===== src/rtl/fifo_wr_arbiter.sv =====
`default_nettype none
// ============================================================================
// Module   : fifo_wr_arbiter
// Brief    : Packet-aware round-robin arbiter sharing one FIFO write port
//            among NREQ requesters; a winner holds the port until its last beat.
// Revision : 1.0 - initial release
// ============================================================================
module fifo_wr_arbiter #(
    parameter int NREQ  = 4,
    parameter int DSIZE = 8,
    parameter int CNTW  = 16
) (
    input  logic                   aclk,
    input  logic                   srst,
    input  logic [NREQ-1:0]        req_valid,
    input  logic [NREQ*DSIZE-1:0]  req_data,
    input  logic [NREQ-1:0]        req_last,
    output logic [NREQ-1:0]        req_ready,
    input  logic                   wfull,
    output logic                   winc,
    output logic [DSIZE-1:0]       wdata,
    output logic [NREQ-1:0]        grant,
    output logic                   busy,
    output logic [CNTW-1:0]        pkt_cnt
);

    localparam int c_IDX_W = (NREQ > 1) ? $clog2(NREQ) : 1;
    localparam logic [c_IDX_W-1:0] c_LAST_IDX = c_IDX_W'(NREQ - 1);

    localparam logic [0:0] c_ST_IDLE = 1'b0;
    localparam logic [0:0] c_ST_LOCK = 1'b1;

    logic [0:0]         r_state;
    logic [0:0]         w_state_nxt;
    logic [c_IDX_W-1:0] r_owner;
    logic [c_IDX_W-1:0] w_owner_nxt;
    logic [c_IDX_W-1:0] r_ptr;
    logic [c_IDX_W-1:0] w_ptr_nxt;
    logic [CNTW-1:0]    r_pkt_cnt;
    logic [CNTW-1:0]    w_pkt_cnt_nxt;

    logic               w_rr_found;
    logic [c_IDX_W-1:0] w_rr_sel;
    int                 w_idx;

    logic [c_IDX_W-1:0] w_sel;
    logic               w_active;
    logic               w_sel_valid;
    logic               w_sel_last;
    logic               w_xfer;
    logic [NREQ-1:0]    w_grant;
    logic [NREQ-1:0]    w_ready;
    logic [DSIZE-1:0]   w_wdata;

    // Rotating search starting at r_ptr; the index wraps at NREQ, which need
    // not be a power of two, so one conditional subtract replaces a modulo.
    always_comb begin
        w_rr_found = 1'b0;
        w_rr_sel   = '0;
        w_idx      = 0;
        for (int k = 0; k < NREQ; k++) begin
            w_idx = int'(r_ptr) + k;
            if (w_idx >= NREQ) begin
                w_idx = w_idx - NREQ;
            end
            if (!w_rr_found && req_valid[c_IDX_W'(w_idx)]) begin
                w_rr_found = 1'b1;
                w_rr_sel   = c_IDX_W'(w_idx);
            end
        end
    end

    always_comb begin
        w_sel       = (r_state == c_ST_LOCK) ? r_owner : w_rr_sel;
        w_active    = ((r_state == c_ST_LOCK) || w_rr_found) && !srst;
        w_grant     = '0;
        w_ready     = '0;
        w_wdata     = '0;
        w_sel_valid = 1'b0;
        w_sel_last  = 1'b0;
        for (int i = 0; i < NREQ; i++) begin
            if (w_active && (w_sel == c_IDX_W'(i))) begin
                w_grant[i]  = 1'b1;
                w_ready[i]  = ~wfull;
                w_wdata     = req_data[i*DSIZE +: DSIZE];
                w_sel_valid = req_valid[i];
                w_sel_last  = req_last[i];
            end
        end
        w_xfer = w_sel_valid & ~wfull;
    end

    // A stalled or backpressured owner keeps the lock; only its last beat
    // releases the port and advances the priority pointer.
    always_comb begin
        w_state_nxt   = r_state;
        w_owner_nxt   = r_owner;
        w_ptr_nxt     = r_ptr;
        w_pkt_cnt_nxt = r_pkt_cnt;
        if (w_xfer) begin
            if (w_sel_last) begin
                w_state_nxt   = c_ST_IDLE;
                w_ptr_nxt     = (w_sel == c_LAST_IDX) ? '0 : w_sel + c_IDX_W'(1);
                w_pkt_cnt_nxt = r_pkt_cnt + CNTW'(1);
            end else begin
                w_state_nxt = c_ST_LOCK;
                w_owner_nxt = w_sel;
            end
        end
    end

    always_ff @(posedge aclk) begin
        if (srst) begin
            r_state   <= c_ST_IDLE;
            r_owner   <= '0;
            r_ptr     <= '0;
            r_pkt_cnt <= '0;
        end else begin
            r_state   <= w_state_nxt;
            r_owner   <= w_owner_nxt;
            r_ptr     <= w_ptr_nxt;
            r_pkt_cnt <= w_pkt_cnt_nxt;
        end
    end

    assign grant     = w_grant;
    assign req_ready = w_ready;
    assign wdata     = w_wdata;
    assign winc      = w_xfer;
    assign busy      = (r_state == c_ST_LOCK) && !srst;
    assign pkt_cnt   = r_pkt_cnt;

endmodule
`default_nettype wire


===== config.mk =====
export PLATFORM = sky130hd
export DESIGN_NAME = fifo_wr_arbiter
export DESIGN_NICKNAME = d
export VERILOG_FILES = /design/src/rtl/fifo_wr_arbiter.sv
export SDC_FILE = /design/constraint.sdc
export NUM_CORES = 1
export LEC_CHECK = 0
export BUFFER_PORTS_ARGS = -buffer_cell sky130_fd_sc_hd__buf_4
export CAP_MARGIN = 30
export CORE_MARGIN = 2
export CORE_UTILIZATION = 50
export CTS_BUF_LIST = sky130_fd_sc_hd__clkbuf_16
export DETAILED_ROUTE_END_ITERATION = 8
export GPL_TIMING_DRIVEN = 0
export PLACE_DENSITY = 0.86
export SLEW_MARGIN = 0
export SYNTH_ARGS = -nofsm -noshare
export SYNTH_HDL_FRONTEND = slang
export SYNTH_SLANG_ARGS = --single-unit

===== constraint.sdc =====
create_clock -name aclk -period 6 [get_ports aclk]
set_input_delay 0.6 -clock aclk [delete_from_list [all_inputs] [get_ports aclk]]
set_output_delay 0.6 -clock aclk [all_outputs]
set_load 0.05 [all_outputs]

Word level (Yosys, flattened, before mapping)
Index checks and enable logic that the tools add are counted.
- bits in registers: 21
- bits of input ports: 43
- output and inout port bits: 34
- word-level logic and storage cells: 91
- add/sub/neg operators: 9
- order comparisons: 8
- equality and inequality tests: 3
- mux-type cells: 47
- bitwise gates (word level): 3
- reductions and logical operators: 17
- operator list (kind ; number):
    $mux 8 ; 4
    $mux 1 ; 29
    $mux 2 ; 10
    $add 16x1->16 const B ; 1
    $lt 2x4->1 const B ; 4
    $ge 3x3->1 const B ; 3
    $logic_and 1x1->1 ; 9
    $bmux 1 s2 ; 4
    $sub 2x1->2 const B ; 4
    $add 2x2->3 const B ; 2
    $eq 2x2->1 const B ; 2
    $logic_not 1->1 ; 4
    $reduce_and 2->1 ; 2
    $add 2x1->3 const B ; 1
    $ge 2x3->1 const B ; 1
    $add 2x1->2 const B ; 1
    $eq 2x1->1 const B ; 1
    $logic_not 2->1 ; 1
    $not 1->1 ; 2
    $and 1x1->1 ; 1
    $logic_or 1x1->1 ; 1

Logic depth before layout (Yosys ltp)
- word-level depth: 24
- depth in mapped cells: 14
- gate-level depth less buffers: 13

Least setup slack after synthesis
Ideal clock, no wire load.
- path type: in2out
- from: in req_valid[0]
- to: out wdata[7]
- data arrival time: 2962 ps
- required time: 5400 ps
- path slack: 2438 ps
- cell stages on the path: 13
- path buffers: 2
- cells stage by stage: and4bb_2 -> o21ai_0 -> nand2_1 -> o21ai_0 -> inv_1 -> ha_1 -> clkbuf_1 -> clkbuf_1 -> nor2_1 -> a21oi_1 -> o21ai_0 -> mux2i_1 -> nor2_1
- word-level cells in the longest chain between the ends: 20
- elaborated cells on any way between the ends: 41
- classes of those cells: eq/ne: 3; mux: 25; reduce/logical: 13
- ends and longest elaborated chain (element ; line ; source):
    from (decl) ; 15 ; input logic [NREQ-1:0] req_valid,
    $bmux 1 s2 ; 66 ; if (!w_rr_found && req_valid[c_IDX_W'(w_idx)]) begin
    $mux 1 (implied by the code) (2 in series) ; 66 ;
    $mux 1 ; 66 ;
    $logic_not 1->1 ; 66 ;
    $logic_and 1x1->1 ; 66 ;
    $mux 1 ; 66 ;
    $logic_not 1->1 ; 66 ;
    $logic_and 1x1->1 ; 66 ;
    [... 2 more ...] ; -- ;
    $logic_and 1x1->1 ; 66 ;
    $mux 2 (*) ; 66 ;
    $mux 2 (*) ; 74 ; w_sel = (r_state == c_ST_LOCK) ? r_owner : w_rr_sel;
    via w_sel[1] ; 46 ; logic [c_IDX_W-1:0] w_sel;
    $logic_not 2->1 ; 82 ; if (w_active && (w_sel == c_IDX_W'(i))) begin
    $logic_and 1x1->1 ; 82 ;
    $mux 8 (3 in series) ; 82 ;
    $mux 8 (*) ; 82 ;
    to (decl) ; 21 ; output logic [DSIZE-1:0] wdata,
Mark *: on every way through the listed nets, which the timed path passes. The rest lies on a longest branch. The select of a mux whose other input is x is not followed.

Final worst setup path
Ends and elaborated chain as after synthesis.

==> results.md <==
* Outcome: finished clean
* Worst setup EP type: output port
* Synth Net Count at 270
* Chip Width at 60.9 um
* Pin count of the biggest net entering global routing at 13
* IO Pins at just under 80
* CTS tree: yes
* Min Hold Slack at 0.530 ns
* Drt first pass iters at 4
* DR WL/cell at 12.9 um
* Die H at 60.9 um
* DR DRC count at 0
* Endpoints failing setup at 0
* DRT iter0 DRCs at 126
* # fillers at 260
* Cts hold-fix bufs at 0
* CP Class: in -> out
* Fin crit period at 3.78 ns
* Hold worst-path end: pkt_cnt[4]
* RSZ-0062 raised after global routing: false
* Root buffer cell: clkbuf_16
* Cell variety after synth at 43
* Relative slew slack at slightly below 60%
* H-tree depth at 1
* Max clock buf depth at 2
* N_diodes at 0
* Lkg Pwr at a little over 1 nW
* Sequential element share of the synthesized area at 26.0%
* Fin crit share at between 60% and 70%
* Setup ws final at 2.22 ns
* Worst-Margin Slew at 0.605 ns
* CTS buffer count at 3
* Fin. Hold Viols at 0
* Layout cells sized above 1 at 30.1%
* Most used DFF post-synth: dfxtp_1
* Routed via count at ~1.9k
* Layout area overhead at 43.7%
* CP max FO at 10
* Skew-Pair Late Insertion Delay at 0.25 ns
* Worst Path Arrival at 3.18 ns
* Synth Instances at 222
* Full die area at 3700 um2
* Worst r2r dst: pkt_cnt[15]
* Max-slew violation count at 0
* Starting Density at 53.0%
* Clk sinks at 21
* Reg2reg setup slack at 2.68 ns
* Synthesized flop and latch total at 21
* Fmax at about 260 MHz
* Vias in the first global route at 1723
* # Max-Cap Violations at 0
* First-pass GRT wire length at 7330 um
* Setup_tns at 0 ns
* Placer's final routability congestion estimate at between 0.8 and 0.9
* Average vias per placed instance at 5.44
* I/O Buffers at 76
* Worst Setup Start Kind: primary input
* Rows at 20
* Hold path start: pkt_cnt[4]
* Pre-CTS setup slack at 2.26 ns
* Power Total at 0.000480 W
* Post-DP Area at 2240 um2
* Worst vdd ir at 0.000198 V
* Post-DRT Antenna Nets at 0
* Post-CTS Setup Bufs at 0
* Clock transition at the registers of the reported paths at approximately 0.06 ns
* Routed WL at 4460 um
* Design area at 2320 um2
* HPWL Detailed at about 3500 um
* Critical path data required time at about 5.4 ns
* Hold WC Path Type: reg -> reg
* Mapped cell area at 1620 um2
* Total GRT Usage at 25.6%
* Async S/R FF share, synth at 0%
* Nets at approximately 350
* Worst Hold Depth at 2
* Grt ovf at 0
* Number of synthesized flops with an enable pin at 0
* PostCTS Resize Cnt at 0
* R2r startpoint: r_ptr[0]
* Initial antenna violation count at 0
* Core Area at slightly above 3000 um2
* Ys Warns at 0
* Clock skew at 0.00274 ns
* Reg2Reg Depth at 13
* Power per standard cell area at between 200 and 250 nW/um2
* Syn Area/Cell at 7.28 um2
[cell usage after synthesis, drive strengths merged, types with 3 or more instances]
cell / count / area [um2]
a21oi: 29 / 145
and2: 6 / 37.5
and3: 7 / 45.1
buf: 3 / 20.0
clkbuf: 8 / 30.0
dfxtp: 21 / 420
ha: 5 / 62.6
inv: 12 / 50.1
mux2i: 5 / 50.1
nand2: 22 / 90.1
nand3: 6 / 35.0
nand3b: 9 / 67.6
nand4: 4 / 25.0
nor2: 37 / 141
nor4: 6 / 52.6
o21ai: 8 / 40.0
o221ai: 3 / 43.8
xnor2: 9 / 78.8
[kinds of logic after synthesis]
logic type / count (synthesis) / synth area share, %
simple gates: 108 / 35.8
compound gates: 49 / 19.1
buf+inv: 23 / 6.19
flops: 21 / 26.0
xor+xnor: 11 / 5.96
mux: 5 / 3.10
fa+ha+maj: 5 / 3.87
[stage by stage]
step / instances / util, %
2_1_floorplan: 222 / -
3_3_place_gp: 342 / 73.4
3_5_place_dp: 342 / 73.4
4_1_cts: 346 / 76.1
5_1_grt: 346 / 76.1
6_report: 346 / 76.1
[how the worst max path moves through the flow]
stage | from | endpoint | slack, ns
floorplan | req_valid[0] | wdata[7] | 2.44
global placement | req_valid[0] | wdata[7] | 2.32
detailed placement | req_valid[0] | wdata[7] | 2.26
CTS | req_valid[0] | wdata[7] | 2.25
global route | req_valid[0] | wdata[2] | 1.83
finish | req_valid[0] | wdata[7] | 2.22
[sequential cells by signal, indices dropped and copies added, names as in the netlist]
name	flops
r_ptr	2
r_owner	2
r_state	1
pkt_cnt	16
[per-layer routing]
metal	GRT usage [%]	share of wire [%]	vias up
met1	29.8	40	858
met3	6.82	5.6	10
met2	47.2	52	69
met4	4.66	2.1	0
li1	-	-	945
met5	0	0	-
[layout by cell type, fill, tap and decap left out, drive strengths merged, types with 3 or more instances in the layout]
cell	n
o21ai	8
and2	6
nor4	6
ha	5
nand2	22
buf	79
nand4	4
dfxtp	21
inv	12
and3	7
clkbuf	11
nor2	37
o221ai	3
mux2i	5
xnor2	9
a21oi	29
nand3	6
nand3b	9
[report_power, final]
part           leakage, nW  switching, W  internal [W]
logic                0.820      0.000123     0.0000731
registers            0.170    0.00000292      0.000143
clock network       0.0409     0.0000495     0.0000894
total                 1.03      0.000175      0.000305
[area by class of cell]
type | instances | area, um2 | area share (%)
Buffer | 11 | 50.0 | 2.16
Sequential cell | 21 | 420 | 18.1
Clock buffer | 3 | 75.1 | 3.23
Multi-Input combinational cell | 178 | 1100 | 47.2
Tap cell | 44 | 55.1 | 2.37
Inverter | 12 | 50.0 | 2.16
Timing Repair Buffer | 76 | 571 | 24.6
Clock inverter | 1 | 5.00 | 0.216
[critical path, stage by stage]
cell	delay, ns
buf_4	0.13
and4bb_2	0.24
o21ai_0	0.20
nand2_1	0.07
o21ai_0	0.33
inv_1	0.15
ha_1	0.25
clkbuf_1	0.21
clkbuf_1	0.24
nor2_1	0.14
a21oi_1	0.05
o21ai_0	0.18
mux2i_1	0.09
nor2_1	0.10
buf_4	0.20
Power figures use the tool's default switching activity.
